==> src/rtl/pedal_speed_ramp.sv <==
// pedal_speed_ramp: block-averages the accelerator pedal channel of the ADC
// response stream, maps the average to a target speed, and ramps the vehicle
// speed toward that target on a fixed tick with a small direction FSM.
module pedal_speed_ramp #(
  parameter logic [4:0]  CHANNEL    = 5'd1,
  parameter int unsigned AVG_LOG2   = 3,
  parameter int unsigned TICK_DIV   = 500000,
  parameter int unsigned MAX_SPEED  = 225,
  parameter int unsigned ACCEL_STEP = 2,
  parameter int unsigned DECEL_STEP = 1,
  parameter int unsigned BRAKE_STEP = 4,
  parameter int unsigned MIN_MOTOR  = 10
) (
  input  logic        sys_clk,
  input  logic        reset,
  input  logic        response_valid,
  input  logic [4:0]  response_channel,
  input  logic [11:0] response_data,
  input  logic [1:0]  gear,
  output logic [11:0] pedal_pos,
  output logic [7:0]  target_speed,
  output logic [7:0]  speed,
  output logic        dir_rev,
  output logic        speed_tick,
  output logic        motor_fwd,
  output logic        motor_rev
);

  localparam int unsigned ACC_W  = 12 + AVG_LOG2;
  localparam int unsigned CNT_W  = (AVG_LOG2 > 0) ? AVG_LOG2 : 1;
  localparam int unsigned TICK_W = (TICK_DIV > 1) ? $clog2(TICK_DIV) : 1;

  localparam logic [CNT_W-1:0]  CNT_LAST  = CNT_W'((1 << AVG_LOG2) - 1);
  localparam logic [TICK_W-1:0] TICK_LAST = TICK_W'(TICK_DIV - 1);

  localparam logic [8:0] MAX_S   = 9'(MAX_SPEED);
  localparam logic [8:0] ACCEL_S = 9'(ACCEL_STEP);
  localparam logic [8:0] DECEL_S = 9'(DECEL_STEP);
  localparam logic [8:0] BRAKE_S = 9'(BRAKE_STEP);
  localparam logic [7:0] MIN_M   = 8'(MIN_MOTOR);

  localparam logic [1:0] GEAR_NEUTRAL = 2'b00;
  localparam logic [1:0] GEAR_REVERSE = 2'b01;
  localparam logic [1:0] GEAR_DRIVE   = 2'b10;

  typedef enum logic [1:0] {
    ST_STOP = 2'd0,
    ST_FWD  = 2'd1,
    ST_REV  = 2'd2
  } state_t;

  logic [ACC_W-1:0]  acc_q, acc_d;
  logic [CNT_W-1:0]  cnt_q, cnt_d;
  logic [11:0]       pedal_q, pedal_d;
  logic [7:0]        target_q, target_d;
  logic [TICK_W-1:0] tick_cnt_q, tick_cnt_d;
  logic [7:0]        speed_q, speed_d;
  state_t            state_q, state_d;

  logic              accept;
  logic [ACC_W-1:0]  sum;
  logic [19:0]       product;
  logic [7:0]        target_raw;
  logic              tick;
  logic [8:0]        spd9, tgt9;
  logic [8:0]        diff, toward, next_spd;
  logic              matching;

  function automatic logic [8:0] sat_sub(input logic [8:0] a, input logic [8:0] b);
    return (a > b) ? (a - b) : 9'd0;
  endfunction

  function automatic logic [8:0] sat_add(input logic [8:0] a, input logic [8:0] b);
    logic [8:0] s;
    s = a + b;
    return (s > MAX_S) ? MAX_S : s;
  endfunction

  assign accept = response_valid && (response_channel == CHANNEL);
  assign sum    = acc_q + ACC_W'(response_data);
  assign tick   = (tick_cnt_q == TICK_LAST);
  assign spd9   = {1'b0, speed_q};
  assign tgt9   = {1'b0, target_q};

  // Block averager: sum accepted pedal samples, publish the mean when the block fills
  always_comb begin
    acc_d   = acc_q;
    cnt_d   = cnt_q;
    pedal_d = pedal_q;
    if (accept) begin
      if (cnt_q == CNT_LAST) begin
        pedal_d = 12'(sum >> AVG_LOG2);
        acc_d   = '0;
        cnt_d   = '0;
      end else begin
        acc_d = sum;
        cnt_d = cnt_q + CNT_W'(1);
      end
    end
  end

  // Target speed scales the registered pedal average to full-scale MAX_SPEED
  always_comb begin
    product    = 20'(pedal_q) * 20'(MAX_SPEED);
    target_raw = 8'(product >> 12);
    target_d   = (9'(target_raw) > MAX_S) ? MAX_S[7:0] : target_raw;
  end

  // Free-running ramp tick divider; the wrap cycle is the tick
  always_comb begin
    tick_cnt_d = tick ? '0 : (tick_cnt_q + TICK_W'(1));
  end

  // Direction FSM and speed ramp, only advanced on a tick
  always_comb begin
    state_d  = state_q;
    speed_d  = speed_q;
    diff     = '0;
    toward   = spd9;
    next_spd = spd9;
    matching = 1'b0;
    if (tgt9 > spd9) begin
      diff   = tgt9 - spd9;
      toward = sat_add(spd9, (diff < ACCEL_S) ? diff : ACCEL_S);
    end else begin
      diff   = spd9 - tgt9;
      toward = spd9 - ((diff < DECEL_S) ? diff : DECEL_S);
    end
    if (tick) begin
      case (state_q)
        ST_STOP: begin
          if ((target_q != 8'd0) && (gear == GEAR_DRIVE)) begin
            state_d = ST_FWD;
          end else if ((target_q != 8'd0) && (gear == GEAR_REVERSE)) begin
            state_d = ST_REV;
          end
        end
        ST_FWD, ST_REV: begin
          matching = ((state_q == ST_FWD) && (gear == GEAR_DRIVE)) ||
                     ((state_q == ST_REV) && (gear == GEAR_REVERSE));
          if (matching) begin
            next_spd = toward;
          end else if (gear == GEAR_NEUTRAL) begin
            next_spd = sat_sub(spd9, DECEL_S);
          end else begin
            // park and the opposite gear both brake hard
            next_spd = sat_sub(spd9, BRAKE_S);
          end
          if (next_spd == 9'd0) begin
            state_d = ST_STOP;
          end
        end
        default: begin
          state_d  = ST_STOP;
          next_spd = '0;
        end
      endcase
      speed_d = next_spd[7:0];
    end
  end

  // State register with synchronous reset
  always_ff @(posedge sys_clk) begin
    if (reset) begin
      acc_q      <= '0;
      cnt_q      <= '0;
      pedal_q    <= '0;
      target_q   <= '0;
      tick_cnt_q <= '0;
      speed_q    <= '0;
      state_q    <= ST_STOP;
    end else begin
      acc_q      <= acc_d;
      cnt_q      <= cnt_d;
      pedal_q    <= pedal_d;
      target_q   <= target_d;
      tick_cnt_q <= tick_cnt_d;
      speed_q    <= speed_d;
      state_q    <= state_d;
    end
  end

  assign pedal_pos    = pedal_q;
  assign target_speed = target_q;
  assign speed        = speed_q;
  assign speed_tick   = tick;
  assign dir_rev      = (state_q == ST_REV);
  assign motor_fwd    = (state_q == ST_FWD) && (speed_q >= MIN_M);
  assign motor_rev    = (state_q == ST_REV) && (speed_q >= MIN_M);

endmodule

==> config.mk <==
export PLATFORM = sky130hd
export DESIGN_NAME = pedal_speed_ramp
export DESIGN_NICKNAME = d
export VERILOG_FILES = /design/src/rtl/pedal_speed_ramp.sv
export SDC_FILE = /design/constraint.sdc
export NUM_CORES = 1
export LEC_CHECK = 0
export ABC_AREA = 0
export BUFFER_PORTS_ARGS = -buffer_cell sky130_fd_sc_hd__buf_2
export CAP_MARGIN = 20
export CELL_PAD_IN_SITES_DETAIL_PLACEMENT = 1
export CELL_PAD_IN_SITES_GLOBAL_PLACEMENT = 2
export CORE_UTILIZATION = 40
export CTS_BUF_LIST = sky130_fd_sc_hd__clkbuf_16
export CTS_CLUSTER_SIZE = 40
export DETAILED_ROUTE_END_ITERATION = 10
export PLACE_DENSITY_LB_ADDON = 0.1
export SLEW_MARGIN = 20
export SYNTH_ARGS = -nofsm -noshare
export SYNTH_HDL_FRONTEND = slang
export SYNTH_SLANG_ARGS = --single-unit
==> constraint.sdc <==
create_clock -name sys_clk -period 13.4 [get_ports sys_clk]
set_clock_uncertainty 0.15 [all_clocks]
set_input_delay 0 -clock sys_clk [delete_from_list [all_inputs] [get_ports sys_clk]]
set_output_delay 0 -clock sys_clk [all_outputs]
set_load 0.005 [all_outputs]
## Word-level counts from Yosys, hierarchy flattened

Cells that the tools add are included.

- $add $sub $neg: 9
- Multiply operators: 1
- $lt $le $gt $ge: 8
- Equality and inequality tests: 9
- Muxes and demuxes: 18
- Bitwise operators: 1
- Reductions and logical operators: 18

Operator list:

| cell | number |
|---|---|
| $mux W9 | 10 |
| $mul A12 B8 Y20 const B | 1 |
| $add A19 B1 Y19 const B | 1 |
| $eq A19 B19 Y1 const B | 1 |
| $sub A8 B8 Y9 | 2 |
| $pmux W8 S2 | 1 |
| $add A15 B12 Y15 | 1 |
| $mux W15 | 1 |
| $add A8 B9 Y9 | 1 |
| $gt A9 B8 Y1 const B | 1 |
| $logic_not A9 Y1 | 1 |
| $lt A9 B1 Y1 const B | 1 |
| $lt A9 B2 Y1 const B | 1 |
| $sub A8 B1 Y9 const B | 1 |
| $sub A8 B3 Y9 const B | 1 |
| $sub A8 B9 Y9 | 1 |
| $ge A8 B4 Y1 const B | 1 |
| $gt A8 B1 Y1 const B | 1 |
| $gt A8 B3 Y1 const B | 1 |
| $gt A8 B8 Y1 | 1 |
| $gt A8 B8 Y1 const B | 1 |
| $mux W8 | 1 |
| $reduce_bool A8 Y1 | 1 |
| $logic_and A1 B1 Y1 | 7 |
| other kinds (16) | 24 |

- Register bits after elaboration: 67
- Output and inout port bits: 32

## Longest topological paths before layout

- Depth after elaboration: 13
- Mapped depth: 25

## Worst setup path after synthesis

No wires, ideal clock.

- Kind: flip-flop to flip-flop
- From: reg speed_q[1] (netlist: speed[1])
- To: reg state_q[0]
- Library setup time: 0.120 ns
- Arrival time: 5.268 ns
- Data required time: 13.130 ns
- Setup slack: 7.862 ns
- Stages on the path, launching flop included: 23
- Path buffers: 0
- Clock period less this slack: 5.538 ns
- Path through: dfxtp_1 > ha_1 > nor2b_1 > o21a_1 > o21a_1 > or2_2 > nor3_1 > nor2_1 > nor2_1 > a21oi_1 > o211ai_1 > nor2_1 > ha_1 > fa_1 > a211oi_1 > o21ai_0 > a311oi_2 > nand2b_1 > a22o_1 > or4_1 > or3_1 > o41a_1 > mux2i_1

- Cells in the longest elaborated chain, start to end: 13
- Elaborated cells on any way between the ends: 25
- Classes of those cells: add/sub: 6; order compare: 6; eq/ne: 1; mux: 10; reduce/logical: 2

Ends and longest elaborated chain:

| item | RTL line | text |
|---|---|---|
| start: declaration | 57 | `logic [7:0] speed_q, speed_d;` |
| start signal: assignment | 178 | `speed_q <= speed_d;` |
| $sub A8 B8 Y9 | 123 | `diff = tgt9 - spd9;` |
| $lt A9 B2 Y1 | 124 | `toward = sat_add(spd9, (diff < ACCEL_S) ? diff : ACCEL_S);` |
| $mux W9 | 124 |  |
| $add A8 B9 Y9 | 75 | `s = a + b;` |
| $gt A9 B8 Y1 | 76 | `return (s > MAX_S) ? MAX_S : s;` |
| $mux W9 | 76 |  |
| $mux W9 | 122 | `if (tgt9 > spd9) begin` |
| $mux W9 * | 141 | `if (matching) begin` |
| $mux W9 * | 130 | `case (state_q)` |
| $mux W9 * | 129 | `if (tick) begin` |
| $logic_not A9 Y1 * | 149 | `if (next_spd == 9'd0) begin` |
| $ne A2 B2 Y1 (no source line) * | n/a |  |
| $reduce_and A3 Y1 (no source line) * | n/a |  |
| end signal: assignment | 179 | `state_q <= state_d;` |
| end: declaration | 58 | `state_t state_q, state_d;` |

Every way passes the cells marked *; elsewhere a longest branch is shown, timed or not. The select of a mux whose other input is x is not followed.
A chain may end at the register's enable or synchronous reset.

## Worst setup path in the final report

Ends and elaborated chain as after synthesis.

==> results.yml <==
synth:
  yosysSeqAreaShare_pct: 21.08
  ys_top_cells_by_area: "dfxtp_1, ha_1, fa_1"
  ys.warnings.count: 0
  yosys-top-cells-count: "ha_1, nor2_1, dfxtp_1"
  avgSynthCellArea_um2: 8.095
  synth_edf_count: 0
  syn-instance-count: 786
  synthArstFlopShare_pct: 0
  ys.flop_type: "dfxtp_1"
  yosysMostFrequentCell: "ha_1"
  yosysUniqueCellTypes: 70
  ys_seq_elements: 67
  netlist.area_leader.share_pct: 21.08
  yosys.area.top_type: "dfxtp_1"
  syn_area_mm2: 0.006362
worst_hold_path:
  hold_path_class: "in2reg"
worst_setup_path:
  crit_buf_inv: 0
  end_kind: "flop"
  cp-start-kind: "flop"
  critPathMaxStageDelay_ns: 0.69
  cp_max_fo: 13
  cp_common_cell: "nor2_1"
  critical_path_class: "reg2reg"
  cp.arrival_ns: 6.28
  crit_chain: "ha_1 -> nor2b_1 -> o21a_1 -> o21a_1 -> or2_2 -> nor3_1 -> nor2_1 -> nor2_1 -> a21oi_1 -> o211ai_1 -> nor2_1 -> ha_1 -> fa_1 -> a211oi_1 -> o21ai_0 -> a311oi_2 -> nand2b_1 -> a22o_1 -> or4_1 -> or3_1 -> o41a_1 -> mux2i_1"
  slowest_stage: "dfxtp_1"
  critPathTopFamily: "compound AO/OA/AOI/OAI gates"
  required_ns: 13.47
routing:
  vias: 5755
  drt_wl_total_mm: 17.28
  dr.first_iter.drc_count: 178
  via_per_inst: 5.476
  ant_nets: 0
  wire_per_inst_um: 16.44
  drc: 0
  drtPass1Iterations: 4
placed_design:
  dpl.hpwl_mm: 13.74
  placedCellCount: 1035
  gp_congestion: 0.8695
  port_buffers: 53
floorplanning:
  die-area_mm2: 0.01641
  fp.dieW_um: 128.1
  start_util_pct: 41.39
  placementRows: 45
  core-area_mm2: 0.01537
  die_h_um: 128.1
  io_pins: 54
clock_tree:
  cts_buffers: 9
  clockBufferDepth: 2
  cts_sinks: 67
  tritoncts: "done"
  root_buffer: "clkbuf_16"
  cts_max_level: 3
  path_clk_slew_ns: 0.06
  clk_latency_ns: 0.34
  cts_resized: 0
pwr:
  powerDensity_mw_per_mm2: 64.53
  irDropWorstVdd_v: 0.00005279
  power_uw: 458.5
  leakage_uw: 0.003315
status:
  status: "finished clean"
grt:
  antenna_found_initial: 0
  busiest_layer: "met2"
  globalRouteMet3Util_pct: 3.422
  met2_usage_pct: 38.36
  met1_usage_pct: 29.53
  grt_pass1_vias: 5912
  track_usage_pct: 22.58
  grt-ovfl-total: 0
  grt_pass1_wl_mm: 29.39
  grt_max_degree: 53
sta:
  setup_viol: 0
  worstMarginPinSlew_ns: 0.6700
  finalSetupTns_ns: 0
  whs_ns: 0.01489
  fin_crit_sh_pct: 46.38
  layout_min_cycle_time_ns: 6.214
  fmax_mhz: 160.9
  hold_violations: 0
  slew_headroom_pct: 54.76
  rsz0062_at_grt: "false"
  drv_slew: 0
finish:
  n_antenna_cell: 0
  drive_above_1_share_pct: 9.881
  nets: 980
  final_core_util_pct: 46.22
  stdcell_count: 1051
  synthToLayoutAreaGrowth_pct: 11.66
run:
  maxCapViolCount: 0
[metrics by stage]
stage | cell area [µm²] | setup WS (ns)
2_1_floorplan | 6407 | 7.862
3_3_place_gp | 6812 | 7.442
3_5_place_dp | 6812 | 7.200
4_1_cts | 7104 | 7.165
5_1_grt | 7104 | 6.739
6_report | 7104 | 7.186
[placed cells by master, fill, tap and decap left out, types with 5 or more instances in the layout]
cell type  count
a211oi_1       6
a21o_1         9
a21oi_1       54
a22oi_1       20
a31oi_1        5
and2_1         6
and3_1         6
buf_2         53
clkbuf_16      9
conb_1        14
dfxtp_1       67
fa_1          20
ha_1         102
inv_1         53
nand2_1       62
nand2b_1      10
nand3_1       17
nand4_1        8
nor2_1        97
nor2b_1       13
nor3_1        22
nor3b_1        6
nor4_1         8
o21a_1        10
o21ai_0       28
o31ai_1        6
or2_2          6
xnor2_1       26
xor2_1        22
[power breakdown]
group          switching [µW]  internal [µW]  leakage [µW]
combinational            16.1           10.8       0.00264
clock                    89.0            141      0.000132
sequential              0.967            200      0.000540
total                     106            352       0.00331
[tightest hold or removal path, stage by stage]
cell and delay [ns]:
buf_2 0.12, nor2b_1 0.17, nand3_1 0.09, mux2i_1 0.07
[final cells by class]
type                            instances  area [µm²]
Multi-Input combinational cell        648        4720
Inverter                               53       198.9
Timing Repair Buffer                   57       297.8
Tap cell                              211       264.0
Clock inverter                          6       57.56
Clock buffer                            9       225.2
Fill cell                            1912        8267
Sequential cell                        67        1341
[cell families (layout without fill, tap and decap cells)]
logic type	after synthesis	after routing	share of synthesized area (%)
multiplexers	2	2	0.3147
XOR/XNOR	48	48	6.608
adder cells (fa/ha/maj)	122	122	26.35
AND/OR/NAND/NOR	282	282	21.48
flip-flops	67	67	21.08
other	2	14	0.1180
AO/OA/AOI/OAI	180	180	18.60
buffers and inverters	83	125	5.447
[worst paths after layout]
kind	start	to	depth (start not counted)	slack, ns
setup / recovery	speed[1]$_SDFFE_PP0P_	state_q[0]$_SDFFE_PP0P_	22	7.19
setup reg to reg	speed[1]$_SDFFE_PP0P_	state_q[0]$_SDFFE_PP0P_	22	7.19
hold / removal	gear[1]	state_q[0]$_SDFFE_PP0P_	4	0.01
hold reg to reg	cnt_q[2]$_SDFFE_PP0P_	cnt_q[2]$_SDFFE_PP0P_	2	0.31
[what timing repair did]
item	in CTS	in global routing
hold endpoints to repair	2	0
setup buffers	0	0
hold buffers	1	0
[routing by layer]
metal,vias to the layer above,routed length [µm]
met1,2793,8270
met3,21,569
li1,2852,-
met4,0,282
met2,89,8160
met5,-,0
[flip-flops by register name, summed over array words and instances (netlist names)]
register	cells
state_q	2
tick_cnt_q	19
cnt_q	3
target_speed	8
pedal_pos	12
speed	8
acc_q	15
No activity file was read; power rests on OpenSTA's default activity.
